**config.mk**
```make
export PLATFORM = sky130hd
export DESIGN_NAME = div_share_sched
export DESIGN_NICKNAME = d
export VERILOG_FILES = /design/src/rtl/div_share_sched.sv
export SDC_FILE = /design/constraint.sdc
export NUM_CORES = 1
export LEC_CHECK = 0
export ABC_CLOCK_PERIOD_IN_PS = 4310
export BUFFER_PORTS_ARGS = -buffer_cell sky130_fd_sc_hd__buf_2
export CAP_MARGIN = 20
export CORE_MARGIN = 4
export CORE_UTILIZATION = 23
export CTS_BUF_LIST = sky130_fd_sc_hd__clkbuf_4 sky130_fd_sc_hd__clkbuf_8
export DETAILED_ROUTE_END_ITERATION = 8
export GPL_ROUTABILITY_DRIVEN = 0
export HOLD_SLACK_MARGIN = 0.05
export SYNTH_ARGS = -nofsm -noshare
export SYNTH_HDL_FRONTEND = slang
export SYNTH_SLANG_ARGS = --single-unit
```
**constraint.sdc**
```tcl
create_clock -name clk -period 4.31 [get_ports clk]
set_clock_uncertainty 0.1 [all_clocks]
set_input_delay 0 -clock clk [delete_from_list [all_inputs] [get_ports clk]]
set_output_delay 0 -clock clk [all_outputs]
set_load 0.05 [all_outputs]
```
**src/rtl/div_share_sched.sv**
```systemverilog
// Round-robin sequencer that shares one unsigned multi-cycle divider between two
// requesters, applying RISC-V DIV/DIVU/REM/REMU sign handling and special cases.
module div_share_sched #(
    parameter int unsigned DATA_WIDTH = 32,
    parameter int unsigned TIMEOUT    = 64
) (
    input  logic                  clk,
    input  logic                  reset_n,
    input  logic                  req_a,
    input  logic [1:0]            op_a,
    input  logic [DATA_WIDTH-1:0] dividend_a,
    input  logic [DATA_WIDTH-1:0] divisor_a,
    output logic                  ack_a,
    output logic                  done_a,
    output logic [DATA_WIDTH-1:0] result_a,
    input  logic                  req_b,
    input  logic [1:0]            op_b,
    input  logic [DATA_WIDTH-1:0] dividend_b,
    input  logic [DATA_WIDTH-1:0] divisor_b,
    output logic                  ack_b,
    output logic                  done_b,
    output logic [DATA_WIDTH-1:0] result_b,
    output logic                  busy,
    output logic                  timeout_err,
    output logic                  div_enable_out,
    output logic [DATA_WIDTH-1:0] div_numerator,
    output logic [DATA_WIDTH-1:0] div_denominator,
    input  logic                  div_done,
    input  logic [DATA_WIDTH-1:0] div_quotient,
    input  logic [DATA_WIDTH-1:0] div_remainder
);

    localparam int unsigned DW    = DATA_WIDTH;
    localparam int unsigned CNT_W = $clog2(TIMEOUT + 1);
    localparam logic [DW-1:0] MIN_NEG = {1'b1, {(DW-1){1'b0}}};

    typedef enum logic [4:0] {
        S_IDLE  = 5'b00001,
        S_ISSUE = 5'b00010,
        S_WAIT  = 5'b00100,
        S_FIXUP = 5'b01000,
        S_DONE  = 5'b10000
    } state_t;

    state_t             state_q, state_d;
    logic               prio_b_q, prio_b_d;
    logic               owner_q, owner_d;
    logic               rem_op_q, rem_op_d;
    logic               sgn_op_q, sgn_op_d;
    logic               neg_quo_q, neg_quo_d;
    logic               neg_rem_q, neg_rem_d;
    logic               special_q, special_d;
    logic [DW-1:0]      spec_q, spec_d;
    logic [DW-1:0]      num_q, num_d;
    logic [DW-1:0]      den_q, den_d;
    logic [DW-1:0]      quo_q, quo_d;
    logic [DW-1:0]      rem_q, rem_d;
    logic [CNT_W-1:0]   cnt_q, cnt_d;
    logic               ack_a_q, ack_a_d, ack_b_q, ack_b_d;
    logic               done_a_q, done_a_d, done_b_q, done_b_d;
    logic [DW-1:0]      res_a_q, res_a_d, res_b_q, res_b_d;
    logic               busy_q, busy_d;
    logic               tmo_q, tmo_d;
    logic               en_q, en_d;

    logic               gnt_a_c, gnt_b_c;
    logic [1:0]         cap_op_c;
    logic [DW-1:0]      cap_x_c, cap_y_c;
    logic               cap_sgn_c, sn_c, sd_c, div0_c, ovf_c;
    logic [DW-1:0]      sel_c, fix_c;
    logic               neg_c;

    // Round-robin winner and capture-side operand decode
    assign gnt_a_c   = req_a & (~req_b | ~prio_b_q);
    assign gnt_b_c   = req_b & (~req_a | prio_b_q);
    assign cap_op_c  = gnt_b_c ? op_b : op_a;
    assign cap_x_c   = gnt_b_c ? dividend_b : dividend_a;
    assign cap_y_c   = gnt_b_c ? divisor_b : divisor_a;
    assign cap_sgn_c = ~cap_op_c[0];
    assign sn_c      = cap_sgn_c & cap_x_c[DW-1];
    assign sd_c      = cap_sgn_c & cap_y_c[DW-1];
    assign div0_c    = (cap_y_c == '0);
    assign ovf_c     = cap_sgn_c & (cap_x_c == MIN_NEG) & (cap_y_c == '1);

    // Sign fix-up of the divider magnitude result
    assign sel_c = rem_op_q ? rem_q : quo_q;
    assign neg_c = sgn_op_q & (rem_op_q ? neg_rem_q : neg_quo_q);
    assign fix_c = special_q ? spec_q : (neg_c ? (~sel_c + DW'(1)) : sel_c);

    always_comb begin
        state_d   = state_q;
        prio_b_d  = prio_b_q;
        owner_d   = owner_q;
        rem_op_d  = rem_op_q;
        sgn_op_d  = sgn_op_q;
        neg_quo_d = neg_quo_q;
        neg_rem_d = neg_rem_q;
        special_d = special_q;
        spec_d    = spec_q;
        num_d     = num_q;
        den_d     = den_q;
        quo_d     = quo_q;
        rem_d     = rem_q;
        cnt_d     = cnt_q;
        res_a_d   = res_a_q;
        res_b_d   = res_b_q;
        tmo_d     = tmo_q;
        ack_a_d   = 1'b0;
        ack_b_d   = 1'b0;
        done_a_d  = 1'b0;
        done_b_d  = 1'b0;
        en_d      = 1'b0;
        case (state_q)
            S_IDLE: begin
                if (gnt_a_c || gnt_b_c) begin
                    owner_d   = gnt_b_c;
                    prio_b_d  = gnt_a_c;
                    ack_a_d   = gnt_a_c;
                    ack_b_d   = gnt_b_c;
                    rem_op_d  = cap_op_c[1];
                    sgn_op_d  = cap_sgn_c;
                    neg_quo_d = cap_x_c[DW-1] ^ cap_y_c[DW-1];
                    neg_rem_d = cap_x_c[DW-1];
                    num_d     = sn_c ? (~cap_x_c + DW'(1)) : cap_x_c;
                    den_d     = sd_c ? (~cap_y_c + DW'(1)) : cap_y_c;
                    special_d = div0_c | ovf_c;
                    spec_d    = div0_c ? (cap_op_c[1] ? cap_x_c : '1)
                                       : (cap_op_c[1] ? '0 : MIN_NEG);
                    en_d      = ~(div0_c | ovf_c);
                    tmo_d     = 1'b0;
                    cnt_d     = '0;
                    state_d   = S_ISSUE;
                end
            end
            S_ISSUE: state_d = special_q ? S_FIXUP : S_WAIT;
            S_WAIT: begin
                if (div_done) begin
                    quo_d   = div_quotient;
                    rem_d   = div_remainder;
                    state_d = S_FIXUP;
                end else if (cnt_q == CNT_W'(TIMEOUT - 1)) begin
                    quo_d   = '0;
                    rem_d   = '0;
                    tmo_d   = 1'b1;
                    state_d = S_FIXUP;
                end else begin
                    cnt_d = cnt_q + CNT_W'(1);
                end
            end
            S_FIXUP: begin
                if (owner_q) res_b_d = fix_c;
                else         res_a_d = fix_c;
                state_d = S_DONE;
            end
            S_DONE: begin
                done_a_d = ~owner_q;
                done_b_d = owner_q;
                state_d  = S_IDLE;
            end
            default: state_d = S_IDLE;
        endcase
        busy_d = (state_d != S_IDLE);
    end

    always_ff @(posedge clk or negedge reset_n) begin
        if (!reset_n) begin
            state_q   <= S_IDLE;
            prio_b_q  <= 1'b0;
            owner_q   <= 1'b0;
            rem_op_q  <= 1'b0;
            sgn_op_q  <= 1'b0;
            neg_quo_q <= 1'b0;
            neg_rem_q <= 1'b0;
            special_q <= 1'b0;
            spec_q    <= '0;
            num_q     <= '0;
            den_q     <= '0;
            quo_q     <= '0;
            rem_q     <= '0;
            cnt_q     <= '0;
            ack_a_q   <= 1'b0;
            ack_b_q   <= 1'b0;
            done_a_q  <= 1'b0;
            done_b_q  <= 1'b0;
            res_a_q   <= '0;
            res_b_q   <= '0;
            busy_q    <= 1'b0;
            tmo_q     <= 1'b0;
            en_q      <= 1'b0;
        end else begin
            state_q   <= state_d;
            prio_b_q  <= prio_b_d;
            owner_q   <= owner_d;
            rem_op_q  <= rem_op_d;
            sgn_op_q  <= sgn_op_d;
            neg_quo_q <= neg_quo_d;
            neg_rem_q <= neg_rem_d;
            special_q <= special_d;
            spec_q    <= spec_d;
            num_q     <= num_d;
            den_q     <= den_d;
            quo_q     <= quo_d;
            rem_q     <= rem_d;
            cnt_q     <= cnt_d;
            ack_a_q   <= ack_a_d;
            ack_b_q   <= ack_b_d;
            done_a_q  <= done_a_d;
            done_b_q  <= done_b_d;
            res_a_q   <= res_a_d;
            res_b_q   <= res_b_d;
            busy_q    <= busy_d;
            tmo_q     <= tmo_d;
            en_q      <= en_d;
        end
    end

    assign ack_a           = ack_a_q;
    assign ack_b           = ack_b_q;
    assign done_a          = done_a_q;
    assign done_b          = done_b_q;
    assign result_a        = res_a_q;
    assign result_b        = res_b_q;
    assign busy            = busy_q;
    assign timeout_err     = tmo_q;
    assign div_enable_out  = en_q;
    assign div_numerator   = num_q;
    assign div_denominator = den_q;

endmodule

```
### Word level (Yosys, flattened, before mapping)

Cells that the tools add are included.

| storage, ports and cells | value |
|---|---|
| ROM bits | 0 |
| RAM bits | 0 |
| logic and storage cells | 106 |
| bits of input ports | 201 |
| memories | 0 |
| bits in latches | 0 |
| bits in registers | 250 |
| output and inout bits | 135 |

| operators by class | value |
|---|---|
| divide/modulo/power cells | 0 |
| multiplexer cells | 36 |
| reductions and logical operators | 10 |
| shift operators | 0 |
| eq/ne operators | 13 |
| $add $sub $neg | 4 |
| bitwise operators | 20 |
| multiply operators | 0 |
| order comparisons | 0 |

Operator list:

| kind | number |
|---|---|
| two-way mux 32 bit | 13 |
| adder 32 x 1 -> 32 bit, second input constant | 3 |
| NOT 32 bit | 3 |
| equality test 32 bit, second input constant | 2 |
| logical NOT 32 bit | 1 |
| two-way mux 7 bit | 3 |
| one-hot mux 5 bit (4 select lines) | 1 |
| two-way mux 5 bit | 3 |
| one-hot mux 7 bit (2 select lines) | 1 |
| two-way mux 1 bit | 12 |
| != test 2 bit, second input constant | 4 |
| AND reduction 2 bit | 4 |
| AND reduction 4 bit | 2 |
| adder 7 x 1 -> 7 bit, second input constant | 1 |
| bitwise AND 1 bit | 7 |
| equality test 7 x 6 -> 1 bit, second input constant | 1 |
| NOT 1 bit | 6 |
| equality test 5 x 1 -> 1 bit, second input constant | 1 |
| equality test 5 x 2 -> 1 bit, second input constant | 1 |
| equality test 5 x 3 -> 1 bit, second input constant | 1 |
| equality test 5 x 4 -> 1 bit, second input constant | 1 |
| equality test 5 bit, second input constant | 1 |
| != test 5 x 1 -> 1 bit, second input constant | 1 |
| two-way mux 4 bit | 1 |
| other kinds (6) | 9 |

### Longest topological paths before layout

Gate-level depths: netlist of the first run.

| depth | value |
|---|---|
| word-level depth | 11 |
| gate-level depth with buffers | 14 |
| depth with buffers taken out | 9 |

### Least setup slack after synthesis of the first run

OpenSTA, ideal clock, no wires.

| timing path | value |
|---|---|
| path kind | register -> register |
| start | register rem_op_q |
| end | register res_a_q[16] (netlist: result_a[16]) |
| setup time | 104 ps |
| clock period less this slack | 3,330 ps |
| arrival | 3,126 ps |
| slack | 980 ps |
| cell stages (with the launch flop) | 13 |
| data required time | 4,106 ps |
| buffers on the path | 5 |
| cells stage by stage | dfrtp_1 > buf_4 > buf_2 > buf_2 > buf_2 > buf_2 > mux2i_1 > ha_1 > o21ai_0 > or4_1 > o21ai_1 > xnor2_1 > a221oi_1 |

| on the way | value |
|---|---|
| longest elaborated chain between the ends | 5 |
| elaborated cells on any way between the ends | 7 |
| those cells by class | 1 x add/sub; 4 x mux; 2 x bitwise |

RTL lines:

| element | RTL line | source |
|---|---|---|
| from (decl) | 48 | `logic rem_op_q, rem_op_d;` |
| from (signal assigned) | 194 | `rem_op_q <= rem_op_d;` |
| two-way mux 32 bit | 86 | `assign sel_c = rem_op_q ? rem_q : quo_q;` |
| NOT 32 bit | 88 | `assign fix_c = special_q ? spec_q : (neg_c ? (~sel_c + DW'(1)) : sel_c);` |
| adder 32 x 1 -> 32 bit | 88 |  |
| two-way mux 32 bit * (2 in series) | 88 |  |
| to (signal assigned) | 209 | `res_a_q <= res_a_d;` |
| to (decl) | 61 | `logic [DW-1:0] res_a_q, res_a_d, res_b_q, res_b_d;` |

Every way passes the cells marked *; elsewhere a longest branch is shown, timed or not.
A chain may end at the register's enable or synchronous reset.

### Worst setup path after layout of the first run

| timing path | value |
|---|---|
| start | register prio_b_q |
| end | register special_q |

| on the way | value |
|---|---|
| longest elaborated chain between the ends | 7 |
| elaborated cells on any way between the ends | 17 |
| those cells by class | 2 x eq/ne; 3 x mux; 9 x bitwise; 3 x reduce/logical |

RTL lines:

| element | RTL line | source |
|---|---|---|
| from (decl) | 46 | `logic prio_b_q, prio_b_d;` |
| from (signal assigned) | 192 | `prio_b_q <= prio_b_d;` |
| bitwise OR 1 bit | 75 | `assign gnt_b_c = req_b & (~req_a \| prio_b_q);` |
| bitwise AND 1 bit | 75 |  |
| two-way mux 32 bit / two-way mux 2 bit (equally long branches) | 77, 76 |  |
| equality test 32 bit / NOT 1 bit (equally long branches) | 83, 79 |  |
| bitwise AND 1 bit (2 in series) | 83 | `assign ovf_c = cap_sgn_c & (cap_x_c == MIN_NEG) & (cap_y_c == '1);` |
| bitwise OR 1 bit | 126 | `special_d = div0_c \| ovf_c;` |
| to (signal assigned) | 198 | `special_q <= special_d;` |
| to (decl) | 52 | `logic special_q, special_d;` |

Parallel ways exist; a longest one is shown, timed or not.

==> results of run 1 <==
[kinds of logic after synthesis]
logic type / count (synthesis)
fa+ha+maj: 5
buf+inv: 124
mux: 125
simple gates: 544
xor+xnor: 65
compound gates: 446
flops: 250
[registers in the layout (all words and copies together) (netlist names), 5 cells and up]
| signal | count |
|---|---|
| cnt_q | 7 |
| div_denominator | 32 |
| div_numerator | 32 |
| quo_q | 32 |
| rem_q | 32 |
| result_a | 32 |
| result_b | 32 |
| spec_q | 32 |
| state_q | 5 |
[stage by stage]
stage,instances,cell area (µm²),power [mW],util [%],setup WS (ns)
finish,3099,21780,14.27,34.59,0.1339
global route,3098,21780,15.06,34.59,0.03116
CTS,3089,21710,14.25,34.49,0.04038
detailed placement,2664,17200,10.98,27.32,0.8743
global placement,2664,17200,10.89,27.32,0.9645
floorplan,1559,14620,8.661,-,0.9800
[worst register-to-register path, delay by kind of cell, from the launching register on]
kind / cells / cell delay (ns)
flops: 1 / 0.39
buf+inv: 4 / 1.74
mux: 1 / 0.41
compound gates: 3 / 0.97
simple gates: 2 / 0.49
[routing by layer]
layer / vias to the layer above / global-route usage (%)
met5: - / 0
met1: 7907 / 24.54
met4: 2 / 9.990
met2: 1098 / 32.84
li1: 7224 / -
met3: 258 / 4.256
[cell usage after synthesis, drive strengths merged, types with 9 or more instances]
master	number	area share, %
or4	20	1.0
o21ai	116	4.0
mux2	36	2.8
o211ai	9	0.46
a22o	73	4.4
dfrtp	249	43
xor2	40	2.4
nand2	182	4.7
a31oi	24	1.0
nor4	28	1.4
a211oi	9	0.46
nand2b	12	0.51
clkbuf	65	1.7
inv	20	0.51
and2	10	0.43
mux2i	89	6.1
a22oi	39	2.0
xnor2	25	1.5
nand4	23	0.98
or3	38	1.7
a21oi	51	1.7
nand3	26	0.92
nor3	51	1.7
a41oi	10	0.60
nor2	99	2.5
and3	17	0.73
o31ai	19	0.98
a221oi	10	0.60
buf	39	1.3
[timing repair]
| action | in CTS | in global routing |
|---|---|---|
| hold buffers | 344 | 0 |
| buffers inserted | 0 | 6 |
| endpoints found under the hold margin | 290 | 0 |
| setup endpoints to repair | 0 | 7 |
| resized for setup | 0 | 4 |
[path summary, 6_finish.rpt]
| kind | start | end | slack, ns | depth (start not counted) |
|---|---|---|---|---|
| max | prio_b_q | special_q | 0.13 | 10 |
| min | div_quotient[19] | quo_q[19] | 0.08 | 3 |
| max reg2reg | prio_b_q | special_q | 0.13 | 10 |
| min reg2reg | result_a[0] | result_a[0] | 0.37 | 2 |
| max in group asynchronous | reset_n | div_denominator[17] | 3.05 | 4 |
| min in group asynchronous | reset_n | state_q[2] | 0.56 | 4 |
[cells in the final DEF (no fill, tap or decap), types with 6 or more instances in the layout]
cell type / instances
mux2_2: 35
buf_4: 31
o211ai_1: 9
nand3_1: 25
nor3_1: 51
or3_1: 37
dlygate4sd3_1: 343
buf_2: 334
and2_1: 10
inv_1: 18
clkbuf_4: 11
nand2b_1: 12
nor3b_1: 6
o22ai_1: 6
o31ai_1: 19
a21oi_1: 50
o21ai_1: 9
nand2_1: 181
dfrtp_1: 248
nor4_1: 25
mux2i_1: 89
clkbuf_8: 58
a22oi_1: 38
nand4_1: 23
a31oi_1: 24
a22o_1: 73
a41oi_1: 10
xnor2_1: 25
and3_1: 17
nor2_1: 95
xor2_1: 40
a2bb2oi_1: 6
o21ai_0: 105
or4_1: 20
or3b_2: 6
a221oi_1: 10
a211oi_1: 9
[report_power, final]
part | total, mW | internal [mW] | switching (mW) | leakage (nW)
Sequential | 4.12 | 3.22 | 0.898 | 3.24
Combinational | 7.49 | 2.51 | 4.98 | 6.08
Clock | 2.66 | 1.55 | 1.11 | 0.553
[final cells by class]
cell class	count	area share, %
Antenna cell	4	0.04595
Inverter	20	0.3619
Sequential cell	250	28.73
Clock inverter	12	0.7812
Timing Repair Buffer	713	24.90
Clock buffer	69	4.044
Multi-Input combinational cell	1185	36.28
Tap cell	846	4.860
==> metrics.txt, run 1 <==
die extent in y=260.2 µm; Filler cells=6449; Slew HR=27.99%; syn nets=1765; EDFF count, synth=0; CTS tree=yes; Synth async-reset ratio=100.0%; WP buf/inv=4; hpwl dp=50410 µm; PwrDens=654.9 nW/µm²; routed via count=16.49k; slowest stage delay, CP=0.63 ns; # rows=92; WP data arrival=4.60 ns; DR vias/cell=5.321; initial antenna violation count=5; Final Hold Fails=0; fmax=0.2395 GHz; TritonRoute pass-1 iters=6; met2 WL=31610 µm; total global-route track usage=19.88%; TritonCTS Sinks=250; final global-route overflow total=0; I/O Buffers=335; drt total wl=69300 µm; DRC=0; Worst-Margin Slew=1.080 ns; Post-Synthesis Cells=1559; share of cells above drive strength 1=23.21%; ys flop type=dfrtp_1; Initial Util=23.23%; simple-gate share of the synthesized area=18.81%; Nets=2422; post-synthesis xor/xnor area fraction=3.893%; most used cell, CP=dlygate4sd3_1; WL met3=6281 µm; RSZ-0062 raised after global routing=no; Final period util=96.89%; root buf cell=clkbuf_8; Hold Path Class=in2reg; vias in the first global route=16.85k; Final ANT Viol Nets=0; Pins Over Slew Limit=0; Post-Syn Area=14620 µm²; Max Root-Sink Buffers=3; CP cell instances=and2b_1, nor2_4, buf_4, buf_6, mux2_2, dlygate4sd3_1, a2111oi_0, a31oi_1, dlygate4sd3_1, a21oi_1; register area share after synthesis=42.79%; Area growth syn-to-layout=48.95%; htree depth=2; Num CTS Buffers=46; type of origin of the critical path=flop; drt first-iter violations=1926; share of synthesized area spent on multiplexers=8.864%; critical path class=reg2reg; Final min period=4.176 ns; Ys Warns=0; Die Width=260.2 µm; num ports=336; VDD IR max=338.4 µV; critical path's slowest cell=dlygate4sd3_1; Core Footprint=62970 µm²; Post-Synth Adder-Cell Area=0.4278%; setup_tns=0 ns; library cells used by synthesis=86; WL/cell=22.36 µm; Highest Signal Layer=met5; clock-pin slew on the worst setup and hold paths=0.07 ns; status=completed; largest net degree at the start of global routing=115; main combinational cell family by area after synthesis=compound AO/OA/AOI/OAI gates; Metal-1 WL=27270 µm; Worst Path Required=4.73 ns; Top Family by Delay on Critical Path=buffers and inverters; Compound-Gate Fraction of Synth Area=21.70%; Crit Path Max Fanout=47; worst skew pair latency=0.62 ns; crit end category=flop; worst hold slack=0.08159 ns; synthesis-stage register bit count=250; max-cap viol count=0; register area=6259 µm²; first-pass GRT wire length=103800 µm; leakage=9.873 nW; synthesized area per cell=9.380 µm²; area of the multi-input gates=7903 µm²; final setup vio count=0; die area=67680 µm²
No activity file was read; power rests on OpenSTA's default activity.
==> run 2: changes to the inputs <==
Settings changed: CTS_BUF_LIST sky130_fd_sc_hd__clkbuf_4 sky130_fd_sc_hd__clkbuf_8 to unset, GPL_TIMING_DRIVEN set to 0, SETUP_SLACK_MARGIN set to 0.2.
==> metrics.txt, run 2 (synthesized netlist as in run 1, its figures left out) <==
Filler cells=6524; Area growth syn-to-layout=43.04%; fmax=0.2472 GHz; Final period util=93.86%; max-cap viol count=0; TritonCTS Sinks=250; WP data arrival=4.40 ns; clock-pin slew on the worst setup and hold paths=0.07 ns; Placed Area=17420 µm²; Pins Over Slew Limit=0; num ports=336; Worst Path Required=4.66 ns; final setup margin=0.2648 ns; slowest stage delay, CP=0.62 ns; hpwl dp=56630 µm; Top Family by Delay on Critical Path=buffers and inverters; CTS tree=yes; DRC=0; Final Hold Fails=0; status=completed; largest net degree at the start of global routing=112; CP cell instances=and2b_2, nor2_4, clkbuf_4, mux2_2, dlygate4sd3_1, a222oi_1, dlygate4sd3_1, nand3_1, dlygate4sd3_1; routed via count=16.51k; Max Root-Sink Buffers=3; dpl cells=2742; WL/cell=23.90 µm; first-pass GRT wire length=106200 µm; critical path's slowest cell=dlygate4sd3_1; drt first-iter violations=2195; vias in the first global route=16.35k; die extent in y=260.2 µm; Core Footprint=62970 µm²; worst hold slack=0.08385 ns; leakage=9.417 nW; final global-route overflow total=0; Core Util, Final=33.22%; Worst-Margin Slew=0.9621 ns; RSZ-0062 raised after global routing=no; Layout Cells excl Fill=3037; htree depth=1; crit end category=flop; Final ANT Viol Nets=0; total global-route track usage=20.53%; I/O Buffers=335; critical path class=reg2reg; type of origin of the critical path=flop; setup_tns=0 ns; TritonRoute pass-1 iters=7; initial antenna violation count=3; commonest non-fill, non-tap cells in the layout=buf_2 (355), dfrtp_1 (249), dlygate4sd3_1 (237), nand2_1 (182), o21ai_0 (106); Initial Util=23.23%; cell area after layout=20920 µm²; most used cell, CP=dlygate4sd3_1; Hold Path Class=in2reg; VDD IR max=355.3 µV; share of cells above drive strength 1=22.81%; Post-Place Worst Slack=-0.5000 ns; root buf cell=clkbuf_16; final setup vio count=0; drt total wl=72590 µm; Overall Power=14.17 mW; Die Width=260.2 µm; die area=67680 µm²; Final min period=4.045 ns; Nets=2373; Crit Path Max Fanout=10; PwrDens=677.2 nW/µm²; most common library cell in the layout ignoring fill and taps=buf_2; DR vias/cell=5.437; # rows=92; worst skew pair latency=0.58 ns; Num CTS Buffers=29; WP buf/inv=4; Slew HR=34.20%
[run 2: worst paths after layout]
check	startpoint	to	slack (ns)	cells after the start
worst max-delay path	prio_b_q	div_denominator[23]	0.26	9
worst min-delay path	div_quotient[22]	quo_q[22]	0.08	3
worst max register to register	prio_b_q	div_denominator[23]	0.26	9
worst min register to register	result_b[15]	result_b[15]	0.38	2
max in group asynchronous	reset_n	div_numerator[9]	3.04	4
min in group asynchronous	reset_n	rem_q[16]	0.47	4
[run 2: area by class of cell]
class	instances	area, µm²	share of cell area (%)
antenna	3	7.507	0.03589
clock buffer	37	775.7	3.709
multi-input combinational	1185	7941	37.97
clock inverter	15	162.7	0.7776
sequential	250	6257	29.91
buffer	104	483.0	2.309
tap	846	1059	5.060
inverter	20	75.07	0.3589
timing repair buffer	577	4156	19.87
[run 2: worst register-to-register path, cell delays in order (launching register included)]
cell	delay, ns
dfrtp_1	0.39
and2b_2	0.35
nor2_4	0.20
clkbuf_4	0.29
mux2_2	0.39
dlygate4sd3_1	0.60
a222oi_1	0.34
dlygate4sd3_1	0.62
nand3_1	0.08
dlygate4sd3_1	0.57
[run 2: repair_timing]
item                                    4_1_cts  5_1_grt
pin swaps                                     1        0
hold buffers                                238        0
hold endpoints to repair                    417        0
resized for setup                            20       24
endpoints found under the setup margin       78       42
setup buffers                                 2        0
cloned                                        0        0
[run 2: layer usage]
metal	vias to the layer above	global-route usage [%]	share of wire [%]
li1	7117	-	-
met2	1244	34.59	46
met4	0	8.797	5.5
met1	7889	25.69	38
met5	-	0.4386	0
met3	262	3.905	10
[run 2: report_power, final]
group          internal, mW  switching, mW
clock                  1.40           1.04
sequential             3.22          0.812
combinational          2.39           5.30
